<file path="config.mk">
export PLATFORM = sky130hd
export DESIGN_NAME = muldiv_unit
export DESIGN_NICKNAME = d
export VERILOG_FILES = /design/src/rtl/muldiv_unit.sv
export SDC_FILE = /design/constraint.sdc
export NUM_CORES = 1
export LEC_CHECK = 0
export ABC_AREA = 1
export CORE_MARGIN = 1.5
export CORE_UTILIZATION = 40
export CTS_CLUSTER_DIAMETER = 150
export DETAILED_ROUTE_END_ITERATION = 7
export PLACE_DENSITY = 0.54
export SYNTH_ARGS = -nofsm -noshare
export SYNTH_HDL_FRONTEND = slang
export SYNTH_SLANG_ARGS = --single-unit
</file>
<file path="constraint.sdc">
create_clock -name clk -period 17.11 [get_ports clk]
set_clock_uncertainty 0.2 [all_clocks]
set_input_delay 5.133 -clock clk [delete_from_list [all_inputs] [get_ports clk]]
set_output_delay 5.133 -clock clk [all_outputs]
set_load 0.1 [all_outputs]
</file>
<file path="src/rtl/muldiv_unit.sv">
// RV32M multiply/divide unit: iterative shift-add multiply and restoring
// divide, fixed 34-cycle issue-to-issue cadence with a one-cycle done pulse.
module muldiv_unit (
  input  logic        clk,
  input  logic        rst,
  input  logic        start,
  input  logic [2:0]  funct3,
  input  logic [31:0] op_a,
  input  logic [31:0] op_b,
  input  logic [4:0]  rd_in,
  output logic        busy,
  output logic        done,
  output logic [31:0] result,
  output logic [4:0]  rd_out,
  output logic        we
);

  typedef enum logic [1:0] {
    IDLE,
    CALC,
    DONE
  } state_t;

  state_t      state;
  state_t      state_nx;
  logic        armed;
  logic [4:0]  cnt;
  logic [2:0]  op;
  logic [4:0]  rd_q;
  logic [31:0] a_raw;
  logic [31:0] hi;
  logic [31:0] lo;
  logic [31:0] m;
  logic        neg_q;
  logic        neg_r;
  logic        div0;

  logic        accept;
  logic        in_div;
  logic        a_sg;
  logic        b_sg;
  logic        a_ng;
  logic        b_ng;
  logic [31:0] a_mag;
  logic [31:0] b_mag;

  logic [32:0] sum;
  logic [32:0] r33;
  logic [33:0] diff;
  logic        ge;

  logic [63:0] prod;
  logic [63:0] prod_s;
  logic [31:0] q_s;
  logic [31:0] r_s;
  logic [31:0] fin;

  // armed blocks a start that coincides with the reset-release edge
  assign accept = (state == IDLE) && start && armed;

  assign in_div = funct3[2];
  assign a_sg   = in_div ? ~funct3[0] : (funct3[1:0] != 2'b11);
  assign b_sg   = in_div ? ~funct3[0] : ~funct3[1];
  assign a_ng   = a_sg & op_a[31];
  assign b_ng   = b_sg & op_b[31];
  assign a_mag  = a_ng ? (32'd0 - op_a) : op_a;
  assign b_mag  = b_ng ? (32'd0 - op_b) : op_b;

  always_ff @(posedge clk or posedge rst) begin
    if (rst) begin
      state <= IDLE;
      armed <= 1'b0;
    end else begin
      state <= state_nx;
      armed <= 1'b1;
    end
  end

  always_comb begin
    state_nx = state;
    unique case (state)
      IDLE:    if (accept) state_nx = CALC;
      CALC:    if (cnt == 5'd31) state_nx = DONE;
      DONE:    state_nx = IDLE;
      default: state_nx = IDLE;
    endcase
  end

  always_comb begin
    sum  = {1'b0, hi} + (lo[0] ? {1'b0, m} : 33'd0);
    r33  = {hi, lo[31]};
    diff = {1'b0, r33} - {2'b00, m};
    ge   = ~diff[33];
  end

  always_comb begin
    prod   = {hi, lo};
    prod_s = neg_q ? (64'd0 - prod) : prod;
    q_s    = neg_q ? (32'd0 - lo) : lo;
    r_s    = neg_r ? (32'd0 - hi) : hi;
    fin    = 32'd0;
    unique case (1'b1)
      !op[2]:
        fin = (op[1:0] == 2'b00) ? prod_s[31:0] : prod_s[63:32];
      op[2] && div0:
        fin = op[1] ? a_raw : 32'hFFFF_FFFF;
      default:
        fin = op[1] ? r_s : q_s;
    endcase
  end

  always_ff @(posedge clk or posedge rst) begin
    if (rst) begin
      cnt    <= '0;
      op     <= '0;
      rd_q   <= '0;
      a_raw  <= '0;
      hi     <= '0;
      lo     <= '0;
      m      <= '0;
      neg_q  <= 1'b0;
      neg_r  <= 1'b0;
      div0   <= 1'b0;
      done   <= 1'b0;
      result <= '0;
      rd_out <= '0;
    end else begin
      done <= 1'b0;
      unique case (state)
        IDLE: begin
          if (accept) begin
            cnt   <= '0;
            op    <= funct3;
            rd_q  <= rd_in;
            a_raw <= op_a;
            hi    <= '0;
            neg_q <= a_ng ^ b_ng;
            neg_r <= a_ng;
            div0  <= (op_b == 32'd0);
            lo    <= in_div ? a_mag : b_mag;
            m     <= in_div ? b_mag : a_mag;
          end
        end
        CALC: begin
          cnt <= cnt + 5'd1;
          if (!op[2]) begin
            hi <= sum[32:1];
            lo <= {sum[0], lo[31:1]};
          end else if (ge) begin
            hi <= diff[31:0];
            lo <= {lo[30:0], 1'b1};
          end else begin
            hi <= r33[31:0];
            lo <= {lo[30:0], 1'b0};
          end
        end
        DONE: begin
          done   <= 1'b1;
          result <= fin;
          rd_out <= rd_q;
        end
        default: ;
      endcase
    end
  end

  assign busy = (state != IDLE);
  assign we   = done && (rd_out != 5'd0);

endmodule

</file>
; ---- Word level (Yosys, flattened, before mapping)
; Cells that the tools add are included.
[word_totals]
regBits = 185
input_bits = 75
wordCells = 76
output_inout_bits = 40
[classes]
addsub = 8
n_eq_ne = 6
n_mux = 28
bitwise = 5
reduce_logical = 14
[ops]
columns = cell, count
row1 = 2-to-1 mux 32 bit, 15
row2 = one-hot mux 32 bit (2 select lines), 3
row3 = subtractor 1 x 32 -> 32 bit (first input constant), 4
row4 = 2-to-1 mux 64 bit, 1
row5 = subtractor 1 x 64 -> 64 bit (first input constant), 1
row6 = subtractor 33 x 32 -> 34 bit, 1
row7 = adder 32 x 32 -> 33 bit, 1
row8 = zero test 32 bit, 1
row9 = one-hot mux 5 bit (2 select lines), 1
row10 = != test 2 bit (second input constant), 3
row11 = AND reduction 2 bit, 3
row12 = adder 5 x 1 -> 5 bit (second input constant), 1
row13 = equality test 5 bit (second input constant), 1
row14 = 2-to-1 mux 5 bit, 1
row15 = nonzero test 5 bit, 1
row16 = logical AND 1 bit, 4
row17 = zero test 2 bit, 2
row18 = 2-to-1 mux 1 bit, 4
row19 = 2-to-1 mux 2 bit, 2
row20 = one-hot mux 2 bit (2 select lines), 1
row21 = nonzero test 2 bit, 2
row22 = bitwise AND 1 bit, 2
row23 = equality test 2 x 1 -> 1 bit (second input constant), 1
row24 = equality test 2 bit (second input constant), 1
row25 = other kinds (3), 4

; ---- Depth between registers and ports, before layout
[logic_depth]
ltp_word = 7
depth_mapped = 21
ltp_nobuf = 19

; ---- Worst setup path after synthesis
; No wires, ideal clock.
[synth_path]
path_type = register to output
from = register rd_out[1]
to = output we
required_time_ps = 11777
path_slack_ps = 9890
path_stages_with_launch = 4
n_path_buf = 0
arrival_time_ps = 1887
cell_sequence = dfrtp_1 -> or4_1 -> o21ai_0 -> inv_1
[synth_via]
elab_chain_cells = 2
[synth_lines]
columns = element, line_no
row1 = start: declaration, 14  ; output logic [4:0] rd_out,
row2 = start signal: assignment, 160  ; rd_out <= rd_q;
row3 = nonzero test 5 bit, 168  ; assign we = done && (rd_out != 5'd0);
row4 = logical AND 1 bit, 168
row5 = end: declaration, 15  ; output logic we
; No other way between the ends.

; ---- Worst setup path after layout
[layout_path]
from = input start
to = register lo[0]
[layout_via]
elab_chain_cells = 4
[layout_lines]
columns = element, line_no
row1 = start: declaration, 6  ; input logic start,
row2 = logical AND 1 bit (2 in series), 59  ; assign accept = (state == IDLE) && start && armed;
row3 = != test 2 bit (no line), -
row4 = AND reduction 2 bit (no line), -
row5 = end signal: assignment, 140  ; lo <= in_div ? a_mag : b_mag;
row6 = end signal: assignment, 148  ; lo <= {sum[0], lo[31:1]};
row7 = end signal: assignment, 151  ; lo <= {lo[30:0], 1'b1};
row8 = end: declaration, 32  ; logic [31:0] lo;
; No other way between the ends.
; A chain may end at the register's enable or synchronous reset.

==> out/qor.csv <==
stage,metric,value,unit
status,outcome,completed,
setup_path,crit_start,start,
setup_path,required,17.27,ns
setup_path,startpoint_type,primary input,
cells_and_area,fillers,5507,
timing,rsz0062_at_grt,no,
setup_path,worstPathCellList,clkdlybuf4s50_1 -> nand3_2 -> buf_4 -> inv_1 -> buf_4 -> nor2_4 -> buf_4 -> inv_2 -> o21ai_0 -> inv_1 -> a22oi_1,
timing,relSlewSlack,0.106,
setup_path,worstPathArrival,8.31,ns
yosys,ys_seq_area_frac,0.233,
setup_path,r2r_cells,11,
clock_tree,htree_num_levels,4,
cells_and_area,multi_input_area,13000,µm²
setup_path,slowest_delay,0.87,ns
cells_and_area,drive_gt1_frac,0.0306,
clock_tree,cts_buffers,17,
clock_tree,cts_sinks,185,
setup_path,r2r_end,lo[0],
floorplanning,io-pin-count,115,
yosys,yosysTopAreaCell,dfrtp_1,
cells_and_area,areaGrowthSynthToFinish,11.7,%
grt,grt_pass1_wl,142000,µm
yosys,synth_edf_count,0,
floorplanning,initial_utilization,0.406,
setup_path,cpLargestDelayFamily,buffers and inverters,
clock_tree,ctsLongestPathBuffers,2,
grt,grt_max_degree,130,
setup_path,cpMaxStageDelayCell,inv_2,
setup_path,worst-path-stages,11,
drt,ant_nets,0,
drt,finalWirelength,98200,µm
cells_and_area,antenna_cells,0,
clock_tree,cts_tree,yes,
placed_design,dpl_worst_slack,8.48,ns
clock_tree,clk_pin_slew,0.09,ns
timing,max_freq,123,MHz
yosys,synth.most_common_cell,nand2_1,
yosys,avgSynthCellArea,5.67,µm²
drt,viasPerCell,5.64,
cells_and_area,regArea,4630,µm²
drt,wl_per_cell,23.2,µm
yosys,netlist_instances,3512,
timing,timing.final.ws_setup,8.96,ns
timing,setup-violations-final,0,
timing,finalMaxSlewViolations,0,
clock_tree,post_cts_resized,0,
yosys,yosys-top-cells-count,"nand2_1, inv_1, nand3_1, nor2_1, dfrtp_1",
worst_hold_path,hold_path_class,flop to flop,
drt,drc_errors,0,
timing,max_slew.worst_pin.slew,1.33,ns
yosys,yosys_warnings,0,
clock_tree,post_cts_buffers,0,
power_and_ir_drop,p_per_area,226,nW/µm²
clock_tree,insertion_delay,0.51,ns
timing,whs,0.277,ns
drt,drt_iter0_drc,2903,
power_and_ir_drop,ir_drop,153,µV
cells_and_area,final_nets,3694,
floorplanning,rows,81,
setup_path,path_max_fanout,77,
grt,grt_overflow,0,
placed_design,gp_congestion,1.01,
setup_path,cp-end-kind,flop,
setup_path,path_common_cell,buf_4,
grt,grt_pass1_vias,21800,
grt,grt_usage,0.385,
floorplanning,core,49100,µm²
setup_path,rrSetupSlack,13.39,ns
timing,hold_viol_final,0,
yosys,synth_area_leaders,"dfrtp_1, nand2_1, nand3_1",
yosys,synth_top_cell_area_share,0.233,
drt,vias,23800,
floorplanning,fp.dieW,226,µm
placed_design,numPortBuffers,114,
floorplanning,fp.dieH,226,µm
clock_tree,hold_buffers,0,
yosys,syn_nets,3659,
yosys,yosys_register_bits,185,
drt,drt_pass1_iterations,6,
grt,antenna_found_initial,1,
job,maxCapViolCount,0,
setup_path,crit_path_end,lo[0],
setup_path,rr_startpoint,state[0],
clock_tree,cts_root_buf,clkbuf_16,
floorplanning,die_area,51100,µm²
setup_path,worstSetupPathType,primary input to flop,
yosys,syn_area,19900,µm²
setup_path,cp.buffers_inverters,7,
power_and_ir_drop,p_leak,0.0115,µW
timing,tns,0,ns
timing,period_share,0.476,
placed_design,hpwl,79000,µm
yosys,synth_cell_types,55,
yosys,synth_ff_type,dfrtp_1,
yosys,async_flop_share,1.00,
timing,period_needed,8.15,ns
[registers in the layout, summed over array words and instances (netlist names), 3 cells and up]
name	flops
rd_out	5
op	3
cnt	5
a_raw	32
lo	32
m	32
hi	32
result	32
rd_q	5
[worst register-to-register path, stage by stage (launching register included)]
cell and delay, ns:
dfrtp_1 0.45, nor2_1 0.21, nand3_2 0.08, buf_4 0.32
inv_1 0.13, buf_4 0.49, nor2_4 0.04, buf_4 0.32
inv_2 0.88, o21ai_0 0.27, inv_1 0.11, a22oi_1 0.08
[report_power, final]
part           internal [µW]  total [µW]  leakage [µW]  switching [µW]
clock network            205         443      0.000311             238
logic                   1090        3590       0.00899            2500
registers                620         996       0.00222             376
[cell families after synthesis]
| logic type | after synthesis | share of synthesized area |
|---|---|---|
| AOI/OAI and AO/OA | 442 | 0.125 |
| xor gates and xnor gates | 70 | 0.0308 |
| adders and majority gates | 72 | 0.0460 |
| buffers and inverters | 608 | 0.117 |
| DFF | 185 | 0.233 |
| other | 1 | 0.000188 |
| and+or+nand+nor | 2134 | 0.448 |
[routing by layer]
metal	share of wire	track usage
met5	0	0
met4	0.052	0.188
met3	0.10	0.0935
met2	0.41	0.558
met1	0.43	0.530
[final cells by class]
cell class,count,share of cell area
inverters,485,0.0823
clock buffers,17,0.0191
multi-input cells,2719,0.583
flip-flops and latches,185,0.208
clock inverters,15,0.0100
well taps,664,0.0373
repair buffers,139,0.0597
[stage by stage]
| stage | utilization | std cells | power, µW | area, µm² |
|---|---|---|---|---|
| finish | 0.454 | 4224 | 5030 | 22200 |
| global route | 0.454 | 4224 | 5400 | 22200 |
| CTS | 0.454 | 4224 | 4920 | 22200 |
| detailed placement | 0.440 | 4192 | 4460 | 21600 |
| global placement | 0.440 | 4192 | 4440 | 21600 |
| floorplan | - | 3512 | 3250 | 19900 |
[how the worst min path moves through the flow]
stage / startpoint / end / cells after the start
6_report: cnt[3] / cnt[3] / 1
4_1_cts: cnt[3] / cnt[3] / 1
5_1_grt: cnt[3] / cnt[3] / 1
3_3_place_gp: cnt[3] / cnt[3] / 1
2_1_floorplan: cnt[3] / cnt[3] / 1
3_5_place_dp: cnt[3] / cnt[3] / 1
[cells in the final DEF (no fill, tap or decap), types with 55 or more instances in the layout]
cell,n
nand3_1,426
clkdlybuf4s50_1,114
nor2_1,420
o21ai_0,172
dfrtp_1,183
xor2_1,55
a21oi_1,158
nand2_1,1152
ha_1,70
inv_1,474
(Power assumes the default switching activity.)
